## src/rtl/rot_share_arbiter.sv

```systemverilog
// Round-robin arbiter sharing one left-rotate unit among NREQ requesters,
// with a one-deep registered result stage and valid/ready handshake.
module rot_share_arbiter #(
    parameter int NREQ  = 4,
    parameter int WIDTH = 4,
    parameter int SHW   = 2,
    parameter int IDW   = 2
) (
    input  logic                  clk,
    input  logic                  rst_n,
    input  logic [NREQ-1:0]       req_valid,
    output logic [NREQ-1:0]       req_ready,
    input  logic [NREQ*WIDTH-1:0] req_data,
    input  logic [NREQ*SHW-1:0]   req_shamt,
    output logic                  out_valid,
    input  logic                  out_ready,
    output logic [WIDTH-1:0]      out_data,
    output logic [IDW-1:0]        out_id
);

    typedef enum logic {EMPTY, FULL} state_t;

    state_t             state_q, state_d;
    logic [WIDTH-1:0]   data_q, data_d;
    logic [IDW-1:0]     id_q, id_d;
    logic [IDW-1:0]     ptr_q, ptr_d;

    logic               free;
    logic               found;
    logic               xfer;
    logic [IDW-1:0]     win_id;
    logic [WIDTH-1:0]   sel_data;
    logic [SHW-1:0]     sel_shamt;
    logic [2*WIDTH-1:0] dd;
    logic [WIDTH-1:0]   rot_data;

    assign free = (state_q == EMPTY) || out_ready;

    // Scan from the round-robin pointer upward, wrapping at NREQ.
    always_comb begin
        int idx;
        found  = 1'b0;
        win_id = '0;
        idx    = 0;
        for (int i = 0; i < NREQ; i++) begin
            idx = int'(ptr_q) + i;
            if (idx >= NREQ) idx = idx - NREQ;
            if (!found && req_valid[idx]) begin
                found  = 1'b1;
                win_id = IDW'(idx);
            end
        end
    end

    assign req_ready = (rst_n && free && found) ?
                       (NREQ'(1) << win_id) : '0;
    assign xfer      = |(req_ready & req_valid);

    assign sel_data  = req_data[int'(win_id)*WIDTH +: WIDTH];
    assign sel_shamt = req_shamt[int'(win_id)*SHW +: SHW];

    // Left rotate: upper half of the doubled word shifted left.
    assign dd        = {sel_data, sel_data} << sel_shamt;
    assign rot_data  = dd[2*WIDTH-1 -: WIDTH];

    always_comb begin
        state_d = state_q;
        data_d  = data_q;
        id_d    = id_q;
        ptr_d   = ptr_q;
        unique case (state_q)
            EMPTY: begin
                if (xfer) state_d = FULL;
            end
            FULL: begin
                if (out_ready && !xfer) state_d = EMPTY;
            end
            default: state_d = EMPTY;
        endcase
        if (xfer) begin
            data_d = rot_data;
            id_d   = win_id;
            ptr_d  = (win_id == IDW'(NREQ-1)) ? '0 : win_id + 1'b1;
        end
    end

    always_ff @(posedge clk or negedge rst_n) begin
        if (!rst_n) begin
            state_q <= EMPTY;
            data_q  <= '0;
            id_q    <= '0;
            ptr_q   <= '0;
        end else begin
            state_q <= state_d;
            data_q  <= data_d;
            id_q    <= id_d;
            ptr_q   <= ptr_d;
        end
    end

    assign out_valid = (state_q == FULL);
    assign out_data  = data_q;
    assign out_id    = id_q;

endmodule

```

## config.mk

```make
export PLATFORM = sky130hd
export DESIGN_NAME = rot_share_arbiter
export DESIGN_NICKNAME = d
export VERILOG_FILES = /design/src/rtl/rot_share_arbiter.sv
export SDC_FILE = /design/constraint.sdc
export NUM_CORES = 1
export LEC_CHECK = 0
export CORE_MARGIN = 5
export CORE_UTILIZATION = 60
export DETAILED_ROUTE_END_ITERATION = 10
export DONT_BUFFER_PORTS = 1
export PLACE_DENSITY = 0.76
export SYNTH_ARGS = -nofsm -noshare
export SYNTH_HDL_FRONTEND = slang
export SYNTH_SLANG_ARGS = --single-unit
```

## constraint.sdc

```tcl
create_clock -name clk -period 3.4 [get_ports clk]
set_input_delay 0.51 -clock clk [delete_from_list [all_inputs] [get_ports clk]]
set_output_delay 0.51 -clock clk [all_outputs]
set_load 0.01 [all_outputs]
```

## After elaboration in Yosys (flattened, before gate mapping)

Index checks and enable logic that the tools add are counted.

- Flip-flop bits (word level): 9
- Input port bits: 31
- Output and inout bits: 11

- Add/sub/neg operators: 8
- Magnitude comparators: 8
- Equality and inequality tests: 1
- Shifts and indexed selects: 4
- Mux-type cells: 29
- Bitwise logic cells: 2
- Reductions and logical operators: 12

Operator list:

| kind | count |
|---|---|
| $lt A32 B4 Y1 const B | 4 |
| $mux W32 | 4 |
| $shiftx A16 B5 Y4 | 1 |
| $mux W1 | 14 |
| $sub A3 B3 Y4 const B | 3 |
| $mux W2 | 5 |
| $ge A3 B3 Y1 const B | 3 |
| $bmux W1 S2 | 4 |
| $shiftx A8 B4 Y2 | 1 |
| $shl A8 B2 Y8 | 1 |
| $add A2 B2 Y3 const B | 2 |
| $logic_and A1 B1 Y1 | 6 |
| $and A4 B4 Y4 | 1 |
| $logic_not A1 Y1 | 4 |
| $mux W4 | 1 |
| $reduce_or A4 Y1 | 1 |
| $shl A1 B2 Y4 const A | 1 |
| $sub A2 B3 Y4 const B | 1 |
| $add A2 B1 Y3 const B | 1 |
| $ge A2 B3 Y1 const B | 1 |
| $add A2 B1 Y2 const B | 1 |
| $eq A2 B2 Y1 const B | 1 |
| $pmux W1 S2 | 1 |
| $logic_or A1 B1 Y1 | 1 |
| $not A1 Y1 | 1 |

## Depth between registers and ports, before layout

- Depth in word-level cells: 23
- Mapped depth: 12

## Least setup slack after synthesis

OpenSTA, ideal clock, no wires.

- Path kind: in2reg
- Start: input port req_valid[0]
- End: register data_q[2], in the netlist out_data[2]
- Library setup time: 0.126 ns
- Arrival time: 2.333 ns
- Data required time: 3.274 ns
- Slack: 0.941 ns
- Cell stages on the path: 10
- Path buffers: 1
- Cells stage by stage: a21oi_1 > a2bb2oi_2 > buf_4 > inv_1 > ha_1 > a22oi_1 > nand2_1 > and2_1 > and2_1 > a221o_1

- Cells in the longest elaborated chain, start to end: 17

RTL lines:

| element | line | RTL |
|---|---|---|
| from (decl) | 11 | `input logic [NREQ-1:0] req_valid,` |
| $bmux W1 S2 | 48 | `if (!found && req_valid[idx]) begin` |
| $mux W1 (not written as such) (2 in a row) | 48 |  |
| $mux W1 | 48 |  |
| $logic_not A1 Y1 | 48 |  |
| $logic_and A1 B1 Y1 | 48 |  |
| $mux W1 | 48 |  |
| $logic_not A1 Y1 | 48 |  |
| $logic_and A1 B1 Y1 | 48 |  |
| $mux W1 | 48 |  |
| $logic_not A1 Y1 | 48 |  |
| $logic_and A1 B1 Y1 | 48 |  |
| $mux W2 (*) | 48 |  |
| via win_id[1] | 31 | `logic [IDW-1:0] win_id;` |
| parallel branches: the longest is 4 deep, another holds $shiftx A16 B5 Y4 | - |  |
| to (signal assigned) | 95 | `data_q <= data_d;` |
| to (decl) | 24 | `logic [WIDTH-1:0] data_q, data_d;` |

Mark *: on every way through the listed nets, which the timed path passes. The select of a mux whose other input is x is not followed.
A chain may end at the register's enable or synchronous reset.

## Worst setup path after layout

- Start: register ptr_q[1]
- End: register data_q[3], in the netlist out_data[3]

- Cells in the longest elaborated chain, start to end: 19

RTL lines:

| element | line | RTL |
|---|---|---|
| from (decl) | 26 | `logic [IDW-1:0] ptr_q, ptr_d;` |
| from (signal assigned) | 97 | `ptr_q <= ptr_d;` |
| parallel branches: the longest is 14 deep, another holds $sub A3 B3 Y4 | - |  |
| $mux W2 (*) | 48 |  |
| via win_id[0] | 31 |  |
| parallel branches: the longest is 4 deep, another holds $shiftx A16 B5 Y4 | - |  |

Marked as above.

==> impl_metrics.ini <==
[power_and_ir_drop]
irDropWorstVdd_v = 0.000332
power_uw = 642
comb_power_share_pct = 54.0
switchingPower_uw = 270
cellLeakagePower_nw = 0.410
p_per_area_nw_per_um2 = 756
pwr-share-seq_pct = 33.1
clock_power_share_pct = 12.9
swShare_pct = 42.0
p_int_uw = 373

[detailed_routing]
drtPass1Iterations = 4
drt-initial-drc-count = 16
drc_errors = 0
wire_per_inst_um = 16.3
viasPerCell = 6.26
totalWireLength_um = 1640
ant_nets = 0
num_vias = 632

[run_status]
status = finished, final reports clean

[global_routing]
grt_start_max_net_pins = 16
met1_usage_pct = 19.5
grtUsageMet2_pct = 29.1
busiest_layer = met2
track_usage_pct = 17.0
grt_pass1_wl_um = 2620
grtUsageMet3_pct = 5.08
gr-total-overflow = 0
grt_pass1_vias = 658
antenna_found_initial = 0

[critical_path]
rr_worst_depth = 9
cp-end-kind = register
cp_max_fo = 11
path_class = reg -> reg
timing.rr.start = ptr_q[1]
critPathLaunchType = register
regToRegSetupSlack_ns = 0.75
required_ns = 3.54
critPathArrivalTime_ns = 2.80
reg2reg_to = out_data[3]

[floorplan]
floorplan.io_pins = 42
row_count = 13
core_area_um2 = 1280
die_x_um = 46.5
die_area_um2 = 2160
die_h_um = 46.5
initial_core_util_pct = 62.1

[clock_tree]
cts_tree = done
insertion_delay_ns = 0.26
cts_root_buf = clkbuf_4
cts_resized = 0
cts_sinks = 9
htreeDepth = 1
cts_buffers = 3
cts_setup_buffers = 0
cts_buffer_depth = 2
clk_pin_slew_ns = 0.06

[finish]
fin_cells = 101
syn2layout_area_growth_pct = 6.43
diodes = 0
drive_above_1_share_pct = 12.8
fin_nets = 122
final_area_um2 = 850
num-fill-cells = 112
final_util_pct = 66.1

[min_path]
hold_class = in -> reg
hold_end = out_valid
hold_path_depth = 2
hold_start = out_ready

[timing]
final-setup-viol-count = 0
tightest_slew_ns = 0.519
final-hold-violation-count = 0
fin_crit_sh_pct = 78.0
period_minus_slack_ns = 2.65
rsz0062_at_grt = false
finalSetupTns_ns = 0
hold_slack_ns = 0.445
setup_slack_ns = 0.747
slew_viol_final = 0
max_freq_ghz = 0.377
clock_skew_ns = 0.00297
relSlewSlack_pct = 65.3

[synthesis]
yosys.area.top_type_share_pct = 28.2
synth.avg_cell_area_um2 = 9.73
ys.flop_type = dfrtp_1
yosys.area_share.simple_pct = 17.9
synthMuxAreaShare_pct = 30.1
seq_area_frac_synth_pct = 28.2
synth_xor_area_share_pct = 0
synth_edf_count = 0
ys_top_cells_by_count = 18 x mux2i_1, 12 x nand2_1, 10 x and2_1
yosysUniqueCellTypes = 22
synth-compound-area-share_pct = 14.7
yosys-top-cells-area = dfrtp_1 28%, mux2i_1 23%, and2_1 7.8%
synthCells = 82
syn_area_um2 = 798
yosysMostFrequentCell = mux2i_1
ys_warn_count = 0
synth_top_family_by_area = multiplexers
yosysTopAreaCell = dfrtp_1
syn_nets = 117
async_reset_ff_share_pct = 100
synth_seq_cells = 9
synthAdderAreaFrac_pct = 6.27

[placement]
place_area_um2 = 813
post-place-cells = 96
dp_slack_ns = 0.747
gp_congestion = 0.762
io_buffers = 0

[job]
max-cap-violations = 0
-- logic make-up (layout without fill, tap and decap cells) --
family	count (synthesis)	after routing
muxes	23	23
DFF	9	9
AOI/OAI and AO/OA	13	13
buffers and inverters	5	9
adders and majority gates	4	4
and+or+nand+nor	28	28
-- power by group through the flow --
stage | clock, mW | sequential [mW] | combinational (mW)
global route | 0.0888 | 0.218 | 0.386
global placement | 0 | 0.215 | 0.338
detailed placement | 0 | 0.216 | 0.344
CTS | 0.0832 | 0.214 | 0.350
finish | 0.0826 | 0.213 | 0.347
floorplan | 0 | 0.204 | 0.299
-- routing by layer --
metal  up-vias  wire length (um)
li1        303                 -
met1       300               641
met2        29               874
met3         0               127
met4         0                 0
met5         -                 0
-- timing repair --
action	CTS	global route
setup endpoints to repair	0	0
endpoints found under the hold margin	9	0
hold buffers	1	0
-- registers in the layout, summed over array words and instances (netlist names) --
signal and cells:
ptr_q 2, out_id 2, out_data 4, out_valid 1
-- layout make-up --
type                    instances  area, um^2  area share [%]
flip-flops and latches          9         225            26.5
inverters                       3        11.3            1.33
repair buffers                  2        17.5            2.06
well taps                      15        18.8            2.21
clock buffers                   4        26.3            3.09
multi-input cells              68         551            64.8
-- how the worst max path moves through the flow --
stage	slack, ns	start	to	cells past startpoint
2_1_floorplan	0.94	req_valid[0]	out_data[2]	10
3_3_place_gp	0.85	req_valid[0]	out_data[3]	10
3_5_place_dp	0.75	req_valid[0]	out_data[3]	10
4_1_cts	0.76	ptr_q[1]	out_data[3]	9
5_1_grt	0.56	ptr_q[1]	out_data[3]	9
6_report	0.75	ptr_q[1]	out_data[3]	9
-- cell usage in the layout (no fill, tap or decap), drive strengths merged --
cell type,count
a211oi,1
a21boi,1
a21oi,3
a221o,4
a22oi,2
a2bb2oi,1
and2,10
buf,1
clkbuf,4
dfrtp,9
dlygate4sd3,1
ha,4
inv,3
mux2,5
mux2i,18
nand2,12
nand2b,1
nand3b,1
nor2,2
nor3b,1
nor4,1
o21ai,1
-- worst max-delay path: stages (launching register included) --
cell and delay (ns):
dfrtp_1 0.45, mux2i_1 0.19, a211oi_4 0.53, inv_1 0.13
ha_1 0.24, a22oi_1 0.17, nand2_1 0.08, nand2_1 0.23
nor2_1 0.14, a221o_1 0.36
Power figures use the tool's default switching activity.
